==> config.mk <==
export PLATFORM = sky130hd
export DESIGN_NAME = llr_demapper_frame_ctrl_flat
export DESIGN_NICKNAME = d
export VERILOG_FILES = /design/src/rtl/llr_demapper_frame_ctrl_if.sv /design/src/rtl/llr_demapper_frame_ctrl.sv /design/src/flat_wrapper.sv
export SDC_FILE = /design/constraint.sdc
export NUM_CORES = 1
export LEC_CHECK = 0
export ABC_AREA = 1
export BUFFER_PORTS_ARGS = -buffer_cell sky130_fd_sc_hd__buf_2
export CORE_ASPECT_RATIO = 2
export CORE_MARGIN = 2
export CORE_UTILIZATION = 30
export DETAILED_ROUTE_END_ITERATION = 8
export SYNTH_ARGS = -nofsm -noshare
export SYNTH_HDL_FRONTEND = slang
export SYNTH_SLANG_ARGS = --single-unit
==> constraint.sdc <==
create_clock -name iclk -period 2.67 [get_ports iclk]
set_clock_uncertainty 0.2 [all_clocks]
set_input_delay 0.1335 -clock iclk [delete_from_list [all_inputs] [get_ports iclk]]
set_output_delay 0.1335 -clock iclk [all_outputs]
set_load 0.03 [all_outputs]
==> src/rtl/llr_demapper_frame_ctrl_if.sv <==
// Descriptor and symbol handshakes into the LLR demapper frame sequencer.
// The master drives descriptors and symbols; the slave returns the ready signals.
interface llr_demapper_frame_ctrl_if #(
   parameter int pLEN_W = 12,
   parameter int pDAT_W = 9
);
   logic                     icfg_val;
   logic [3:0]               icfg_qam;
   logic [pLEN_W-1:0]        icfg_len;
   logic                     ocfg_rdy;
   logic                     isym_val;
   logic signed [pDAT_W-1:0] isym_re;
   logic signed [pDAT_W-1:0] isym_im;
   logic                     osym_rdy;

   modport master (
      output icfg_val, icfg_qam, icfg_len,
      output isym_val, isym_re, isym_im,
      input  ocfg_rdy, osym_rdy
   );

   modport slave (
      input  icfg_val, icfg_qam, icfg_len,
      input  isym_val, isym_re, isym_im,
      output ocfg_rdy, osym_rdy
   );
endinterface

==> src/rtl/llr_demapper_frame_ctrl.sv <==
// Frame sequencer for the even-QAM LLR demapper: pulls one frame of symbols,
// throttled by downstream buffer credits, and signals done after pipeline drain.
module llr_demapper_frame_ctrl #(
   parameter int pBMAX    = 12,
   parameter int pDAT_W   = 9,
   parameter int pLEN_W   = 12,
   parameter int pDELAY   = 7,
   parameter int pCREDITS = 16
) (
   input  logic                     iclk,
   input  logic                     ireset,
   input  logic                     iclkena,
   llr_demapper_frame_ctrl_if.slave bus,
   output logic                     odm_val,
   output logic                     odm_sop,
   output logic [3:0]               odm_qam,
   output logic signed [pDAT_W-1:0] odm_re,
   output logic signed [pDAT_W-1:0] odm_im,
   input  logic                     icredit_ret,
   output logic                     obusy,
   output logic                     oeop,
   output logic                     odone,
   output logic                     oerr,
   output logic                     ocredit_err
);

   localparam int CW = $clog2(pCREDITS + 1);
   localparam int DW = (pDELAY > 1) ? $clog2(pDELAY) : 1;
   localparam logic [CW-1:0] CMAX  = CW'(pCREDITS);
   localparam logic [DW-1:0] DINIT = DW'(pDELAY - 1);

   typedef enum logic [1:0] {
      IDLE  = 2'd0,
      RUN   = 2'd1,
      DRAIN = 2'd2
   } state_t;

   state_t                   state_q, state_d;
   logic [pLEN_W-1:0]        cnt_q, cnt_d;
   logic [DW-1:0]            dcnt_q, dcnt_d;
   logic [3:0]               qam_q, qam_d;
   logic                     first_q, first_d;
   logic [CW-1:0]            credits_q, credits_d;
   logic                     val_q, val_d;
   logic                     sop_q, sop_d;
   logic                     eop_q, eop_d;
   logic                     done_q, done_d;
   logic                     err_q, err_d;
   logic                     cerr_q, cerr_d;
   logic [3:0]               dqam_q, dqam_d;
   logic signed [pDAT_W-1:0] re_q, re_d;
   logic signed [pDAT_W-1:0] im_q, im_d;

   logic qam_ok;
   logic sym_xfer;

   assign bus.ocfg_rdy = (state_q == IDLE);
   assign bus.osym_rdy = (state_q == RUN) && (credits_q != '0);
   assign sym_xfer     = bus.isym_val & bus.osym_rdy;

   // Only the even-QAM orders plus BPSK, and none wider than the demapper.
   always_comb begin
      qam_ok = 1'b0;
      case (bus.icfg_qam)
         4'd1, 4'd2, 4'd4, 4'd6, 4'd8, 4'd10: qam_ok = 1'b1;
         default:                             qam_ok = 1'b0;
      endcase
      if (32'(bus.icfg_qam) > 32'(pBMAX))
         qam_ok = 1'b0;
   end

   always_comb begin
      state_d = state_q;
      cnt_d   = cnt_q;
      dcnt_d  = dcnt_q;
      qam_d   = qam_q;
      first_d = first_q;
      val_d   = 1'b0;
      sop_d   = 1'b0;
      eop_d   = 1'b0;
      done_d  = 1'b0;
      err_d   = 1'b0;
      dqam_d  = dqam_q;
      re_d    = re_q;
      im_d    = im_q;
      unique case (state_q)
         IDLE: begin
            if (bus.icfg_val) begin
               qam_d = bus.icfg_qam;
               cnt_d = bus.icfg_len - 1'b1;
               if (!qam_ok || bus.icfg_len == '0) begin
                  err_d = 1'b1;
               end else begin
                  state_d = RUN;
                  first_d = 1'b1;
               end
            end
         end
         RUN: begin
            if (sym_xfer) begin
               val_d   = 1'b1;
               sop_d   = first_q;
               dqam_d  = qam_q;
               re_d    = bus.isym_re;
               im_d    = bus.isym_im;
               first_d = 1'b0;
               if (cnt_q == '0) begin
                  eop_d   = 1'b1;
                  state_d = DRAIN;
                  dcnt_d  = DINIT;
                  if (pDELAY == 1)
                     done_d = 1'b1;
               end else begin
                  cnt_d = cnt_q - 1'b1;
               end
            end
         end
         DRAIN: begin
            dcnt_d = dcnt_q - 1'b1;
            // Registered pulse lands on the last drain tick.
            if (dcnt_q == DW'(1))
               done_d = 1'b1;
            if (dcnt_q == '0)
               state_d = IDLE;
         end
         default: state_d = IDLE;
      endcase
   end

   always_comb begin
      credits_d = credits_q;
      cerr_d    = 1'b0;
      unique case ({sym_xfer, icredit_ret})
         2'b10: credits_d = credits_q - 1'b1;
         2'b01: begin
            if (credits_q == CMAX)
               cerr_d = 1'b1;
            else
               credits_d = credits_q + 1'b1;
         end
         default: credits_d = credits_q;
      endcase
   end

   always_ff @(posedge iclk) begin
      if (ireset) begin
         state_q   <= IDLE;
         cnt_q     <= '0;
         dcnt_q    <= '0;
         qam_q     <= '0;
         first_q   <= 1'b0;
         credits_q <= CMAX;
         val_q     <= 1'b0;
         sop_q     <= 1'b0;
         eop_q     <= 1'b0;
         done_q    <= 1'b0;
         err_q     <= 1'b0;
         cerr_q    <= 1'b0;
         dqam_q    <= '0;
         re_q      <= '0;
         im_q      <= '0;
      end else if (iclkena) begin
         state_q   <= state_d;
         cnt_q     <= cnt_d;
         dcnt_q    <= dcnt_d;
         qam_q     <= qam_d;
         first_q   <= first_d;
         credits_q <= credits_d;
         val_q     <= val_d;
         sop_q     <= sop_d;
         eop_q     <= eop_d;
         done_q    <= done_d;
         err_q     <= err_d;
         cerr_q    <= cerr_d;
         dqam_q    <= dqam_d;
         re_q      <= re_d;
         im_q      <= im_d;
      end
   end

   assign odm_val     = val_q;
   assign odm_sop     = sop_q;
   assign odm_qam     = dqam_q;
   assign odm_re      = re_q;
   assign odm_im      = im_q;
   assign oeop        = eop_q;
   assign odone       = done_q;
   assign oerr        = err_q;
   assign ocredit_err = cerr_q;
   assign obusy       = (state_q != IDLE);

endmodule

==> src/flat_wrapper.sv <==
// flat-port wrapper written by rule: the top's interface ports become plain ports
module llr_demapper_frame_ctrl_flat 
#(
   parameter int pBMAX    = 12,
   parameter int pDAT_W   = 9,
   parameter int pLEN_W   = 12,
   parameter int pDELAY   = 7,
   parameter int pCREDITS = 16
)
  (iclk, ireset, iclkena, odm_val, odm_sop, odm_qam, odm_re, odm_im, icredit_ret, obusy, oeop, odone, oerr, ocredit_err, bus_icfg_val, bus_icfg_qam, bus_icfg_len, bus_isym_val, bus_isym_re, bus_isym_im, bus_ocfg_rdy, bus_osym_rdy);
  llr_demapper_frame_ctrl_if #(.pLEN_W(pLEN_W), .pDAT_W(pDAT_W)) bus_i ();
  input  logic iclk;
  input  logic ireset;
  input  logic iclkena;
  output logic odm_val;
  output logic odm_sop;
  output logic [3:0] odm_qam;
  output logic signed [pDAT_W-1:0] odm_re;
  output logic signed [pDAT_W-1:0] odm_im;
  input  logic icredit_ret;
  output logic obusy;
  output logic oeop;
  output logic odone;
  output logic oerr;
  output logic ocredit_err;
  input wire logic [$bits(bus_i.icfg_val)-1:0] bus_icfg_val;
  input wire logic [$bits(bus_i.icfg_qam)-1:0] bus_icfg_qam;
  input wire logic [$bits(bus_i.icfg_len)-1:0] bus_icfg_len;
  input wire logic [$bits(bus_i.isym_val)-1:0] bus_isym_val;
  input wire logic [$bits(bus_i.isym_re)-1:0] bus_isym_re;
  input wire logic [$bits(bus_i.isym_im)-1:0] bus_isym_im;
  output wire logic [$bits(bus_i.ocfg_rdy)-1:0] bus_ocfg_rdy;
  output wire logic [$bits(bus_i.osym_rdy)-1:0] bus_osym_rdy;
  assign bus_i.icfg_val = bus_icfg_val;
  assign bus_i.icfg_qam = bus_icfg_qam;
  assign bus_i.icfg_len = bus_icfg_len;
  assign bus_i.isym_val = bus_isym_val;
  assign bus_i.isym_re = bus_isym_re;
  assign bus_i.isym_im = bus_isym_im;
  assign bus_ocfg_rdy = bus_i.ocfg_rdy;
  assign bus_osym_rdy = bus_i.osym_rdy;
  llr_demapper_frame_ctrl #(.pBMAX(pBMAX), .pDAT_W(pDAT_W), .pLEN_W(pLEN_W), .pDELAY(pDELAY), .pCREDITS(pCREDITS)) u_core (.iclk(iclk), .ireset(ireset), .iclkena(iclkena), .bus(bus_i), .odm_val(odm_val), .odm_sop(odm_sop), .odm_qam(odm_qam), .odm_re(odm_re), .odm_im(odm_im), .icredit_ret(icredit_ret), .obusy(obusy), .oeop(oeop), .odone(odone), .oerr(oerr), .ocredit_err(ocredit_err));
endmodule
# Word-level counts from Yosys, hierarchy flattened
# Cells that the tools add are included.
[op_classes]
n_div = 0
n_mul = 0
add_sub_neg = 5
eq_ne = 19
n_bitwise = 1
n_reduce_logical = 20
shifts = 0
n_lt_le_gt_ge = 1
muxes = 35
[op_table]
columns = ["op", "n"]
rows = [
  ["$mux W12", 3],
  ["$logic_not A12 Y1", 2],
  ["$pmux W12 S2", 1],
  ["$sub A12 B1 Y12 const B", 2],
  ["$mux W1", 19],
  ["$mux W2", 5],
  ["$ne A2 B2 Y1 const B", 5],
  ["$pmux W5 S2", 1],
  ["$reduce_and A5 Y1", 2],
  ["$reduce_and A3 Y1", 3],
  ["$eq A4 B3 Y1 const B", 2],
  ["$eq A4 B4 Y1 const B", 2],
  ["$reduce_bool A2 Y1", 4],
  ["$mux W3", 2],
  ["$pmux W2 S3", 1],
  ["$pmux W3 S2", 1],
  ["$reduce_and A6 Y1", 1],
  ["$reduce_or A6 Y1", 1],
  ["$add A5 B1 Y5 const B", 1],
  ["$eq A5 B5 Y1 const B", 1],
  ["$mux W5", 1],
  ["$reduce_bool A5 Y1", 1],
  ["$sub A5 B1 Y5 const B", 1],
  ["$eq A2 B1 Y1 const B", 2],
  ["15 further kinds", 17],
]
[totals]
mem_count = 0
input_bits = 40
ff_bits = 55
romBits = 0
latch_bits = 0
word_cells = 96
ram_bits = 0
output_inout_bits = 31

# Depth between registers and ports, before layout
[logic_depth]
word_depth = 9
ltp_mapped = 14
mapped_depth_nobuf = 13

# Worst setup path before layout
# Ideal clock, no wire load.
[synth_path]
kind = "register to register"
startpoint = "register u_core.state_q[0]"
endpoint = "register u_core.qam_q[0]"
stages_incl_launch_ff = 8
t_required_ps = 2354
t_arrival_ps = 1826
n_path_buf = 1
setup_time_ps = 116
period_less_slack_ps = 2142
setup_slack_ps = 528
cell_sequence = "dfxtp_1 buf_6 nor2_1 inv_1 nor2_1 inv_1 nor2_1 nor2_1"
[synth_between]
elab_chain_len = 2
[synth_lines]
columns = ["element", "line_no", "source"]
rows = [
  ["start, declared", "llr_demapper_frame_ctrl.sv:38", "state_t state_q, state_d;"],
  ["start signal, assigned", "llr_demapper_frame_ctrl.sv:163", "state_q <= state_d;"],
  ["$logic_not A2 Y1", "--", ""],
  ["via bus_ocfg_rdy", "flat_wrapper.sv:32", "output wire logic [$bits(bus_i.ocfg_rdy)-1:0] bus_ocfg_rdy;"],
  ["$reduce_and A3 Y1 (no source line)", "--", ""],
  ["end signal, assigned", "llr_demapper_frame_ctrl.sv:166", "qam_q <= qam_d;"],
  ["end, declared", "llr_demapper_frame_ctrl.sv:41", "logic [3:0] qam_q, qam_d;"],
]
# The timed path passes the listed nets, and every way through them passes these cells.
# A chain may end at the register's enable or synchronous reset.

# Worst setup path after layout
[layout_path]
startpoint = "register u_core.credits_q[1]"
endpoint = "register u_core.credits_q[4]"
[layout_between]
elab_chain_len = 6
word_cells_on_any_way = 13
cone_classes = "add/sub: 2; eq/ne: 4; mux: 2; bitwise: 1; reduce/logical: 4"
[layout_lines]
columns = ["element", "line_no", "source"]
rows = [
  ["start, declared", "llr_demapper_frame_ctrl.sv:43", "logic [CW-1:0] credits_q, credits_d;"],
  ["start signal, assigned", "llr_demapper_frame_ctrl.sv:168", "credits_q <= credits_d;"],
  ["$reduce_bool A5 Y1", "llr_demapper_frame_ctrl.sv:58", "assign bus.osym_rdy = (state_q == RUN) && (credits_q != '0);"],
  ["$logic_and A1 B1 Y1", "llr_demapper_frame_ctrl.sv:58", ""],
  ["$and A1 B1 Y1", "llr_demapper_frame_ctrl.sv:59", "assign sym_xfer = bus.isym_val & bus.osym_rdy;"],
  ["$eq A2 B1 Y1 / $eq A2 B2 Y1 (equally long branches)", "llr_demapper_frame_ctrl.sv:133", "unique case ({sym_xfer, icredit_ret})"],
  ["$ne A2 B2 Y1 (no source line) / $reduce_bool A2 Y1 (equally long branches)", "--", ""],
  ["$reduce_and A3 Y1 (no source line)", "--", ""],
]
# Parallel ways exist; a longest one is shown, timed or not. The select of a mux whose other input is x is not followed.

==> summary.txt <==
Placed design
  – Inst Count DP: 649
  – Port Buffers: 70
  – Dpl ws: 0.418 ns
  – Final Wtd Congestion: 0.816
  – Hpwl dp: 6.53 mm

Clock tree
  – Clk slew on worst S/H paths: 0.08 ns
  – Max clock buf depth: 2
  – Root Driver: clkbuf_16
  – Post-CTS Setup Bufs: 0
  – CTS Buf Count: 5
  – Hold_buf cts: 24
  – Skew-Pair Late Insertion Delay: 0.30 ns
  – Post_cts resized: 0
  – H-tree levels: 2
  – Clock sink count: between 50 and 60
  – CTS tree: built

Power
  – Sw Share: 0.379
  – Cell Int Power: ~1.6 mW
  – Power consumption: 2.52 mW
  – Reg power frac: 0.387
  – Logic pwr share: 0.348
  – Pleak: a little under 2 nW
  – Clock share of power: 0.266
  – Pwr/cell area: 652 nW/um^2
  – NetSw: 0.954 mW
  – Peak VDD IR: 357 uV

Worst setup path
  – Crit end category: flip-flop
  – CP startpoint kind: flip-flop
  – Crit-path cells: nor2_1 > nand3_1 > nand3_2 > nand2_1 > ha_1 > a21o_1 > a31oi_1 > inv_1 > nand2_1 > nand2_1 > nand2_1 > nand3_1
  – CP dominant cell by count: nand2_1
  – Top fanout value on the critical path: 6
  – Slowest stage delay, CP: 0.36 ns
  – CP required: 2.65 ns
  – Kind of critical path: reg -> reg
  – CP max stage cell: ha_1
  – CP Data Arrival Time: 2.24 ns

Synthesis
  – Number of synthesized register bits: 55
  – Net Count, Synth: 502
  – Synth cell types: 31
  – Syn Std Cell Area: 2990 sq um
  – Synth warn: 0
  – Cell count after synthesis: roughly 450
  – Synthesized area per cell: 6.58 sq um
  – Sequential fraction of the synthesis area: 0.368

Run status
  – Outcome: finished with violations
  – Violated checks: hold timing

STA
  – Final Cycle Share: 0.845
  – Final Max Slew Viols: 0
  – Setup violators final: 0
  – Hold Violations, Final: 1
  – Fmax: approximately 440 MHz
  – RSZ-0062 raised after global routing: false
  – Worst slew pin tran: between 0.4 and 0.5 ns
  – Setup TNS: 0 ns
  – Fin worst setup slack: just over 0.4 ns
  – Fin Hold WS: -0.00433 ns
  – Crit path time final: 2.26 ns
  – Normalized max-slew margin: 0.688

Routing
  – Drt via density: 4.59
  – Mean routed wirelength per cell: 12.5 um
  – Detail Route Antenna Nets: 0
  – Drt pass-1 iters: 4
  – Remaining DRCs: 0
  – Vias: 3124
  – Final WL: 8.50 mm
  – Initial DRC Count: 104

Floorplan
  – Row count: 51
  – Die width: between 70 and 80 um
  – DIE HEIGHT: ~150 um
  – Die area: around 11000 sq um
  – I/O pin cnt: roughly 70
  – Initial Util: 0.308
  – Core area: 9700 sq um

Cells and area
  – P&R area growth vs syn: 29.1%
  – Antenna cells: 0
  – FILL cells: 1069
  – Final non-filler cell total: 681
  – Layout cells sized above 1: 0.213
  – Nets: around 600

Global routing
  – GRT Residual Overflow: 0
  – Number of global-route vias before repair: 3189
  – First-pass GRT wire length: 14.3 mm
  – Antenna violations before repair: 0
  – Overall Global Routing Usage: 0.167
  – Largest net degree at the start of global routing: 25

Hold path
  – Hold crit path type: in -> reg

Flow run
  – Max-cap violation count: 0
[worst max-delay path, delay by kind of cell (launching register included)]
family | cells | cell delay, ns
buffers and inverters | 1 | 0.06
AND/OR/NAND/NOR | 8 | 0.80
AO/OA/AOI/OAI | 2 | 0.38
adder cells (fa/ha/maj) | 1 | 0.36
flip-flops | 1 | 0.34
[stage by stage]
stage,util,area (sq um),hold WS [ns]
after floorplan,-,2990,0.00257
after global placement,0.358,3470,0.156
after detailed placement,0.358,3470,0.165
after CTS,0.398,3860,0.00196
after global routing,0.398,3860,0.0315
final,0.398,3860,-0.00433
[Yosys cell counts]
cell type | number | area, sq um
a21o_1 | 1 | 7.51
a21oi_1 | 21 | 105
a22oi_1 | 2 | 15.0
a31oi_1 | 2 | 12.5
and2_2 | 1 | 7.51
buf_2 | 3 | 15.0
buf_4 | 1 | 7.51
buf_6 | 3 | 33.8
clkbuf_1 | 6 | 22.5
dfxtp_1 | 55 | 1100
fa_1 | 1 | 20.0
ha_1 | 7 | 87.6
inv_1 | 46 | 173
inv_2 | 4 | 15.0
nand2_1 | 102 | 383
nand2_2 | 13 | 81.3
nand2_4 | 1 | 11.3
nand3_1 | 28 | 140
nand3_2 | 3 | 30.0
nand3_4 | 1 | 17.5
nand3b_1 | 2 | 15.0
nand4_1 | 3 | 18.8
nor2_1 | 98 | 368
nor2_2 | 2 | 12.5
nor2_4 | 5 | 56.3
o21ai_0 | 35 | 175
o21ai_1 | 2 | 10.0
o21ai_2 | 1 | 8.76
or2_2 | 2 | 12.5
xnor2_1 | 2 | 17.5
xor2_1 | 1 | 8.76
[state kept, by name, indices dropped and copies added, names as in the netlist, 2 cells and up]
register	count
u_core.credits_q	5
u_core.qam_q	4
u_core.odm_re	9
u_core.state_q	2
u_core.odm_im	9
u_core.cnt_q	12
u_core.dcnt_q	3
u_core.odm_qam	4
[logic make-up after synthesis]
kind of cell    Yosys count  synth area share
simple gates            261             0.386
compound gates           64             0.112
buf+inv                  63            0.0892
flops                    55             0.368
fa+ha+maj                 8            0.0360
xor+xnor                  3           0.00879
[power by group through the flow]
stage	Sequential [mW]	Combinational [mW]	Clock (mW)
3_5_place_dp	0.991	0.854	0
4_1_cts	0.973	0.885	0.689
6_report	0.973	0.875	0.669
3_3_place_gp	0.987	0.843	0
5_1_grt	0.986	0.990	0.721
2_1_floorplan	1.02	0.610	0
[cell usage in the layout (no fill, tap or decap), types with 3 or more instances in the layout]
cell	synthesis	final
o21ai_0	35	35
nand3_2	3	3
nor2_4	5	5
nand4_1	3	3
nand2_2	13	13
inv_2	4	4
a21oi_1	21	21
buf_4	1	6
dlygate4sd3_1	0	24
nand2_1	102	102
nor2_1	98	98
clkbuf_16	0	5
inv_1	46	46
ha_1	7	7
buf_2	3	70
nand3_1	28	28
dfxtp_1	55	55
[path summary, 6_finish.rpt]
path,startpoint,to,slack (ns),cells past startpoint
min,ireset,u_core.oeop$_SDFFE_PP0P_,-0.004,2
max reg2reg,u_core.credits_q[1]$_SDFFE_PP0P_,u_core.credits_q[4]$_SDFFE_PP1P_,0.41,12
min reg2reg,u_core.dcnt_q[2]$_SDFFE_PP0P_,u_core.dcnt_q[2]$_SDFFE_PP0P_,0.27,2
max,u_core.credits_q[1]$_SDFFE_PP0P_,u_core.credits_q[4]$_SDFFE_PP1P_,0.41,12
[final cells by class]
type,instances,area (sq um),area share
Multi-Input combinational cell,336,1620,0.420
Sequential cell,55,1100,0.285
Timing Repair Buffer,100,636,0.165
Inverter,50,188,0.0486
Tap cell,132,165,0.0428
Clock buffer,5,125,0.0324
Clock inverter,3,22.5,0.00584
[per-layer routing]
metal	wire, um	vias up	GRT usage
li1	-	1608	-
met1	3000	1416	0.158
met2	4790	73	0.318
met3	276	27	0.0222
met4	437	0	0.0938
met5	0	-	0
No activity file was read; power rests on OpenSTA's default activity.
